**src/rtl/array_window_sum_pkg.sv**
```systemverilog
// Shared scalar types for the integer-stream model blocks.
package scam_model_types;
    typedef logic signed [31:0] sc_int_t;
endpackage

// Types and defaults for array_window_sum: FSM state, default window shape.
package array_window_sum_types;
    typedef enum logic [1:0] {
        READ     = 2'd0,
        EMIT_SUM = 2'd1,
        EMIT_MAX = 2'd2
    } array_window_sum_state_t;

    typedef int int_4[4];

    localparam int ARRAY_WINDOW_SUM_DEPTH_DEF = 4;

    // Index width for a DEPTH-entry window; never narrower than one bit.
    function automatic int idx_width(input int depth);
        return (depth > 1) ? $clog2(depth) : 1;
    endfunction
endpackage

```
**src/rtl/array_window_max.sv**
```systemverilog
// Combinational signed maximum over a DEPTH-entry window.
// Zero latency; no flow control of its own.
module array_window_max
    import scam_model_types::*;
#(
    parameter int DEPTH = 4
) (
    input  sc_int_t i_arr [DEPTH],
    output sc_int_t o_max
);

    always_comb begin
        o_max = i_arr[0];
        for (int i = 1; i < DEPTH; i++) begin
            if (i_arr[i] > o_max) begin
                o_max = i_arr[i];
            end
        end
    end

endmodule

```
**src/rtl/array_window_sum.sv**
```systemverilog
// Windowed wrapping sum of a signed 32-bit stream; ARRAY_WINDOW_SUM_MAX_EN adds the window max.
// Latency: sum valid the cycle after the DEPTH-th word; max follows one transfer later.
// Backpressure: holds b_out and refuses input while a result waits on b_out_sync.
module array_window_sum
    import scam_model_types::*;
    import array_window_sum_types::*;
#(
    parameter int DEPTH = ARRAY_WINDOW_SUM_DEPTH_DEF
) (
    input  logic    clk,
    input  logic    rst,
    input  sc_int_t b_in,
    input  logic    b_in_sync,
    output logic    b_in_notify,
    output sc_int_t b_out,
    input  logic    b_out_sync,
    output logic    b_out_notify
);

    localparam int             IW   = idx_width(DEPTH);
    localparam logic [IW-1:0]  LAST = IW'(DEPTH - 1);

    array_window_sum_state_t r_state;
    array_window_sum_state_t w_next_state;
    sc_int_t                 r_window [DEPTH];
    logic [IW-1:0]           r_wr_idx;
    sc_int_t                 r_acc;
    sc_int_t                 r_b_out;

    logic    w_in_xfer;
    logic    w_out_xfer;
    logic    w_last_word;
    sc_int_t w_sum;

`ifdef ARRAY_WINDOW_SUM_MAX_EN
    sc_int_t w_max;

    array_window_max #(
        .DEPTH (DEPTH)
    ) u_max (
        .i_arr (r_window),
        .o_max (w_max)
    );
`else
    // Sum-only builds never read the window back; fold it into a dead net.
    logic w_unused_window;

    always_comb begin
        w_unused_window = 1'b0;
        for (int i = 0; i < DEPTH; i++) begin
            w_unused_window = w_unused_window ^ (^r_window[i]);
        end
    end
`endif

    assign w_in_xfer   = b_in_notify & b_in_sync;
    assign w_out_xfer  = b_out_notify & b_out_sync;
    assign w_last_word = (r_wr_idx == LAST);
    assign w_sum       = r_acc + b_in;
    assign b_out       = r_b_out;

    always_comb begin
        w_next_state = r_state;
        case (r_state)
            READ: begin
                if (w_in_xfer && w_last_word) begin
                    w_next_state = EMIT_SUM;
                end
            end
            EMIT_SUM: begin
                if (w_out_xfer) begin
`ifdef ARRAY_WINDOW_SUM_MAX_EN
                    w_next_state = EMIT_MAX;
`else
                    w_next_state = READ;
`endif
                end
            end
`ifdef ARRAY_WINDOW_SUM_MAX_EN
            EMIT_MAX: begin
                if (w_out_xfer) begin
                    w_next_state = READ;
                end
            end
`endif
            default: w_next_state = READ;
        endcase
    end

    // Handshake strobes decode the state register only, so they carry no input paths.
    always_comb begin
        b_in_notify  = (r_state == READ);
        b_out_notify = (r_state == EMIT_SUM) || (r_state == EMIT_MAX);
    end

    always_ff @(posedge clk) begin
        if (rst) begin
            r_state  <= READ;
            r_wr_idx <= '0;
            r_acc    <= '0;
            r_b_out  <= '0;
            for (int i = 0; i < DEPTH; i++) begin
                r_window[i] <= '0;
            end
        end else begin
            r_state <= w_next_state;
            case (r_state)
                READ: begin
                    if (w_in_xfer) begin
                        r_window[r_wr_idx] <= b_in;
                        r_acc              <= w_sum;
                        if (w_last_word) begin
                            r_wr_idx <= '0;
                            r_b_out  <= w_sum;
                        end else begin
                            r_wr_idx <= r_wr_idx + IW'(1);
                        end
                    end
                end
                EMIT_SUM: begin
                    if (w_out_xfer) begin
                        r_acc <= '0;
`ifdef ARRAY_WINDOW_SUM_MAX_EN
                        r_b_out <= w_max;
`endif
                    end
                end
`ifdef ARRAY_WINDOW_SUM_MAX_EN
                EMIT_MAX: begin
                    if (w_out_xfer) begin
                        for (int i = 0; i < DEPTH; i++) begin
                            r_window[i] <= '0;
                        end
                    end
                end
`endif
                default: ;
            endcase
        end
    end

endmodule

```
**config.mk**
```make
export PLATFORM = sky130hd
export DESIGN_NAME = array_window_sum
export DESIGN_NICKNAME = d
export VERILOG_FILES = /design/src/rtl/array_window_sum_pkg.sv /design/src/rtl/array_window_max.sv /design/src/rtl/array_window_sum.sv
export SDC_FILE = /design/constraint.sdc
export NUM_CORES = 1
export LEC_CHECK = 0
export BUFFER_PORTS_ARGS = -buffer_cell sky130_fd_sc_hd__buf_4
export CORE_ASPECT_RATIO = 1.4
export CORE_MARGIN = 2
export CORE_UTILIZATION = 56
export CTS_CLUSTER_DIAMETER = 60
export DETAILED_ROUTE_END_ITERATION = 8
export HOLD_SLACK_MARGIN = 0.03
export PLACE_DENSITY = 0.8
export SLEW_MARGIN = 0
export SYNTH_ARGS = -nofsm -noshare
export SYNTH_HDL_FRONTEND = slang
export SYNTH_SLANG_ARGS = --single-unit
```
**constraint.sdc**
```tcl
create_clock -name clk -period 3.5 [get_ports clk]
set_input_delay 0.35 -clock clk [delete_from_list [all_inputs] [get_ports clk]]
set_output_delay 0.35 -clock clk [all_outputs]
set_load 0.01 [all_outputs]
```
**After elaboration in Yosys (flattened, before gate mapping)**

Cells that the tools add are included.

- Register bits after elaboration: 68
- Output and inout port bits: 34
- Logic and storage cells: 29

- $add $sub $neg: 2
- Eq/ne operators: 6
- Muxes and demuxes: 7
- Bitwise operators: 2
- Reduce and logical (&&, ||, !) cells: 8

Operators with widths:

| kind | count |
|---|---|
| $mux 32 | 2 |
| $pmux 32 s2 | 1 |
| $add 32x32->32 | 1 |
| $mux 2 | 3 |
| $reduce_and 3->1 | 2 |
| $eq 2x2->1 const B | 2 |
| $ne 2x1->1 const B | 2 |
| $pmux 2 s2 | 1 |
| $reduce_and 2->1 | 2 |
| $add 2x1->2 const B | 1 |
| $and 1x1->1 | 2 |
| $eq 2x1->1 const B | 1 |
| $logic_not 2->1 | 1 |
| $ne 2x2->1 const B | 1 |
| $reduce_bool 2->1 | 1 |
| $logic_and 1x1->1 | 1 |
| $logic_or 1x1->1 | 1 |

**Longest topological paths before layout**

- Word-level depth: 5
- Mapped depth: 10

**Least setup slack after synthesis**

No wires, ideal clock.

- Kind: input to register
- Start: input port b_in[7]
- End: register r_b_out[31], in the netlist b_out[31]
- Setup time: 0.117 ns
- Data arrival time: 2.589 ns
- Path slack: 0.794 ns
- Stages: 10
- Path through: ha_1 > and2_4 > buf_6 > a221o_1 > a41o_1 > and3_4 > a2111oi_4 > o41a_2 > xnor3_1 > a22o_1

- Longest elaborated chain between the ends: 1

RTL lines:

| element | RTL line | source |
|---|---|---|
| start: declaration | array_window_sum.sv:12 | `input sc_int_t b_in,` |
| $add 32x32->32 | array_window_sum.sv:59 | `assign w_sum = r_acc + b_in;` |
| end signal: assignment | array_window_sum.sv:114 | `r_b_out <= w_sum;` |
| end: declaration | array_window_sum.sv:28 | `sc_int_t r_b_out;` |

Every way passes these cells.
A chain may end at the register's enable or synchronous reset.

**Final worst setup path**

- Start: register r_acc[5]
- End: register r_acc[31]

- Longest elaborated chain between the ends: 3

RTL lines:

| element | RTL line | source |
|---|---|---|
| start: declaration | array_window_sum.sv:27 | `sc_int_t r_acc;` |
| start signal: assignment | array_window_sum.sv:111 | `r_acc <= w_sum;` |
| $add 32x32->32 | array_window_sum.sv:59 |  |
| $mux 32 | array_window_sum.sv:109 | `if (w_in_xfer) begin` |
| $pmux 32 s2 | array_window_sum.sv:107 | `case (r_state)` |

Every way passes these cells. The select of a mux whose other input is x is not followed.

==> metrics.md <==
| Metric | Value |
|---|---|
| Status | `completed` |
| WL/cell | `16.40 microns` |
| CTS Buf Count | `9` |
| NumNets Final | `567` |
| Crit-path cells | `ha_1, and2_1, a221o_1, a41o_1, and3_4, a2111oi_4, o41a_2, mux2_2, o211ai_1` |
| Die span in x | `74.65 microns` |
| Sw Share | `33.35%` |
| Number of max-cap violations | `0` |
| Clk pin slew, worst setup/hold paths | `0.07 ns` |
| Global-route wire length before repair | `16010 microns` |
| Sequential fraction of the synthesis area | `34.28%` |
| Starting Density | `57.15%` |
| Post-Synth Simple-Gate Area | `14.55%` |
| # setup viols final | `0` |
| Clock power share | `30.0%` |
| Vias | `3590` |
| CTS H-Tree Depth | `3` |
| CP Buf/Inv Count | `0` |
| Area of the multi-input gates | `2474 sq um` |
| DP HPWL | `7410 microns` |
| CTS root buf | `clkbuf_8` |
| Fin util | `69.37%` |
| Post-CTS Resized | `0` |
| CP arrival | `3.10 ns` |
| Post-Synth Adder-Cell Area | `10.75%` |
| Sequential group share of total power | `35.9%` |
| Placed Cells | `582` |
| DR iter-0 viols | `208` |
| Largest net degree at the start of global routing | `24` |
| Max VDD drop | `358.1 uV` |
| Final Hold Violating Endpoints | `0` |
| Post-synth cell types | `56` |
| Top FF cell, synth | `dfxtp_1` |
| Main combinational cell family by area after synthesis | `compound AO/OA/AOI/OAI gates` |
| Hold/Removal Path Class | `input port to register` |
| Initial antenna violation count | `0` |
| # diodes | `0` |
| Critical path's top delay family | `compound AO/OA/AOI/OAI gates` |
| Fin crit period | `2.825 ns` |
| RSZ-0062 raised after global routing | `no` |
| Most frequent cell after synthesis | `dfxtp_1` |
| Net Switching | `0.0008131 W` |
| Post-DRT Antenna Nets | `0` |
| Fill cells | `598` |
| Post-synth EDFFs | `0` |
| Asr flop ratio synth | `0%` |
| Final Cycle Share | `80.70%` |
| Vias per inst | `6.003` |
| I/O pin cnt | `70` |
| Placeable Area | `6847 sq um` |
| F_max | `354.0 MHz` |
| Later-pin clock latency in the skew report | `0.36 ns` |
| Crit path largest cell delay | `0.38 ns` |
| CP required | `3.77 ns` |
| Area growth syn-to-layout | `21.39%` |
| Drt first pass iters | `4` |
| Combinational share of power | `34.1%` |
| Placer Congestion | `0.9946` |
| Clock Skew | `0.01177 ns` |
| Leak Pwr | `2.245 nW` |
| Vias in the first global route | `3455` |
| Post-Synthesis Cells | `431` |
| WS Path Type | `register to register` |
| Worst setup EP type | `register` |
| # DRC | `0` |
| Die extent in y | `102.9 microns` |
| IO buf count | `69` |
| Pins Over Slew Limit | `0` |
| Share of the synthesized area in the top cell type | `34.28%` |
| Post-synthesis compound-gate area fraction | `30.60%` |
| Pwr/cell area | `513.4 nW/um^2` |
| Worst Setup Start Kind | `register` |
| Layout Cells excl Fill | `598` |
| Int Pwr | `0.001625 W` |
| Synth Register Bits | `67` |
| CTS Hold Bufs | `0` |
| Post-Synth XOR/XNOR Area | `6.172%` |
| Slew Limit Headroom | `56.69%` |
| CTS tree | `yes` |
| Total Wirelength | `9805 microns` |
| Ys Warns | `0` |
| Multiplexer share of the synthesized area | `1.055%` |
| Slew @ Worst Pin | `0.6484 ns` |
| Synth area leaders | `dfxtp_1 (34%), ha_1 (10%), a22o_1 (8.3%)` |
| Worst-path maximum fanout | `7` |
| Layout cells sized above 1 | `21.47%` |
| Commonest cells post-synth | `dfxtp_1 (67), a22o_1 (37), ha_1 (32), nand2_1 (32), a21oi_1 (29)` |
| Setup_tns | `0 ns` |
| # rows | `36` |
| Die Footprint | `7681 sq um` |
| Clk buf depth | `2` |
| GRT overflow | `0` |
| Post-CTS Repair Setup Buffers | `0` |
| Max stage delay cell, worst path | `ha_1` |
| Clock Sinks | `67` |
| Post-Synthesis Cell Area | `3913 sq um` |
| GRT Overall Usage | `27.27%` |
| Register area | `1341 sq um` |
| Syn nets | `500` |
| Avg Cell Area, Syn | `9.078 sq um` |
| Synth area leader | `dfxtp_1` |
-- power groups by stage --
stage          Sequential, W  Clock, W  Combinational (W)
2_1_floorplan       0.000882         0           0.000627
3_3_place_gp        0.000886         0           0.000798
3_5_place_dp        0.000890         0           0.000816
4_1_cts             0.000873  0.000747           0.000822
5_1_grt             0.000881  0.000779           0.000924
6_report            0.000874  0.000732           0.000832
-- kinds of logic after synthesis --
kind of cell	after synthesis
AO/OA/AOI/OAI	161
XOR/XNOR	26
adder cells (fa/ha/maj)	33
buffers and inverters	25
flip-flops	67
multiplexers	4
AND/OR/NAND/NOR	115
-- worst paths after layout --
check,start,end,slack [ns],depth (start not counted)
worst max register to register,r_acc[5],r_acc[31],0.68,9
worst min-delay path,b_out_sync,r_state[0],0.19,2
worst min register to register,b_out[9],b_out[9],0.47,2
worst max-delay path,r_acc[5],r_acc[31],0.68,9
-- routing by layer --
layer | vias up | global-route usage, % | share of wire, %
met4 | 0 | 11.54 | 1.7
met2 | 87 | 46.36 | 51
met5 | - | 0 | 0
met1 | 1715 | 32.75 | 43
li1 | 1775 | - | -
met3 | 13 | 6.061 | 4.4
-- sequential cells by signal, summed over array words and instances, names as in the netlist --
register and flops:
b_out 32, r_acc 32, r_state 1, r_wr_idx 2
-- layout make-up --
type	count	area share (%)
Multi-Input combinational cell	339	52.08
Sequential cell	67	28.24
Timing Repair Buffer	76	12.01
Clock buffer	11	3.188
Tap cell	95	2.503
Clock inverter	5	1.581
Inverter	5	0.3952
-- cells in the final DEF (no fill, tap or decap), types with 11 or more instances in the layout --
cell and instances:
ha_1 32, xnor2_1 17, a22o_1 37, clkbuf_8 11, buf_4 76, a21o_1 17
nand2_1 32, nor2_1 27, o21ai_0 17, a22oi_1 12, nand3_1 12, dfxtp_1 67
a21oi_1 28
-- stage by stage --
| step | power, W | worst slack [ns] | instance area [sq um] | hold slack, ns |
|---|---|---|---|---|
| 2_1_floorplan | 0.001509 | 0.7940 | 3913 | 0.4291 |
| 3_3_place_gp | 0.001684 | 0.5721 | 4523 | 0.4451 |
| 3_5_place_dp | 0.001705 | 0.5318 | 4523 | 0.4582 |
| 4_1_cts | 0.002443 | 0.6975 | 4750 | 0.1729 |
| 5_1_grt | 0.002585 | 0.5077 | 4750 | 0.1825 |
| 6_report | 0.002438 | 0.6754 | 4750 | 0.1894 |
(Power assumes the default switching activity.)
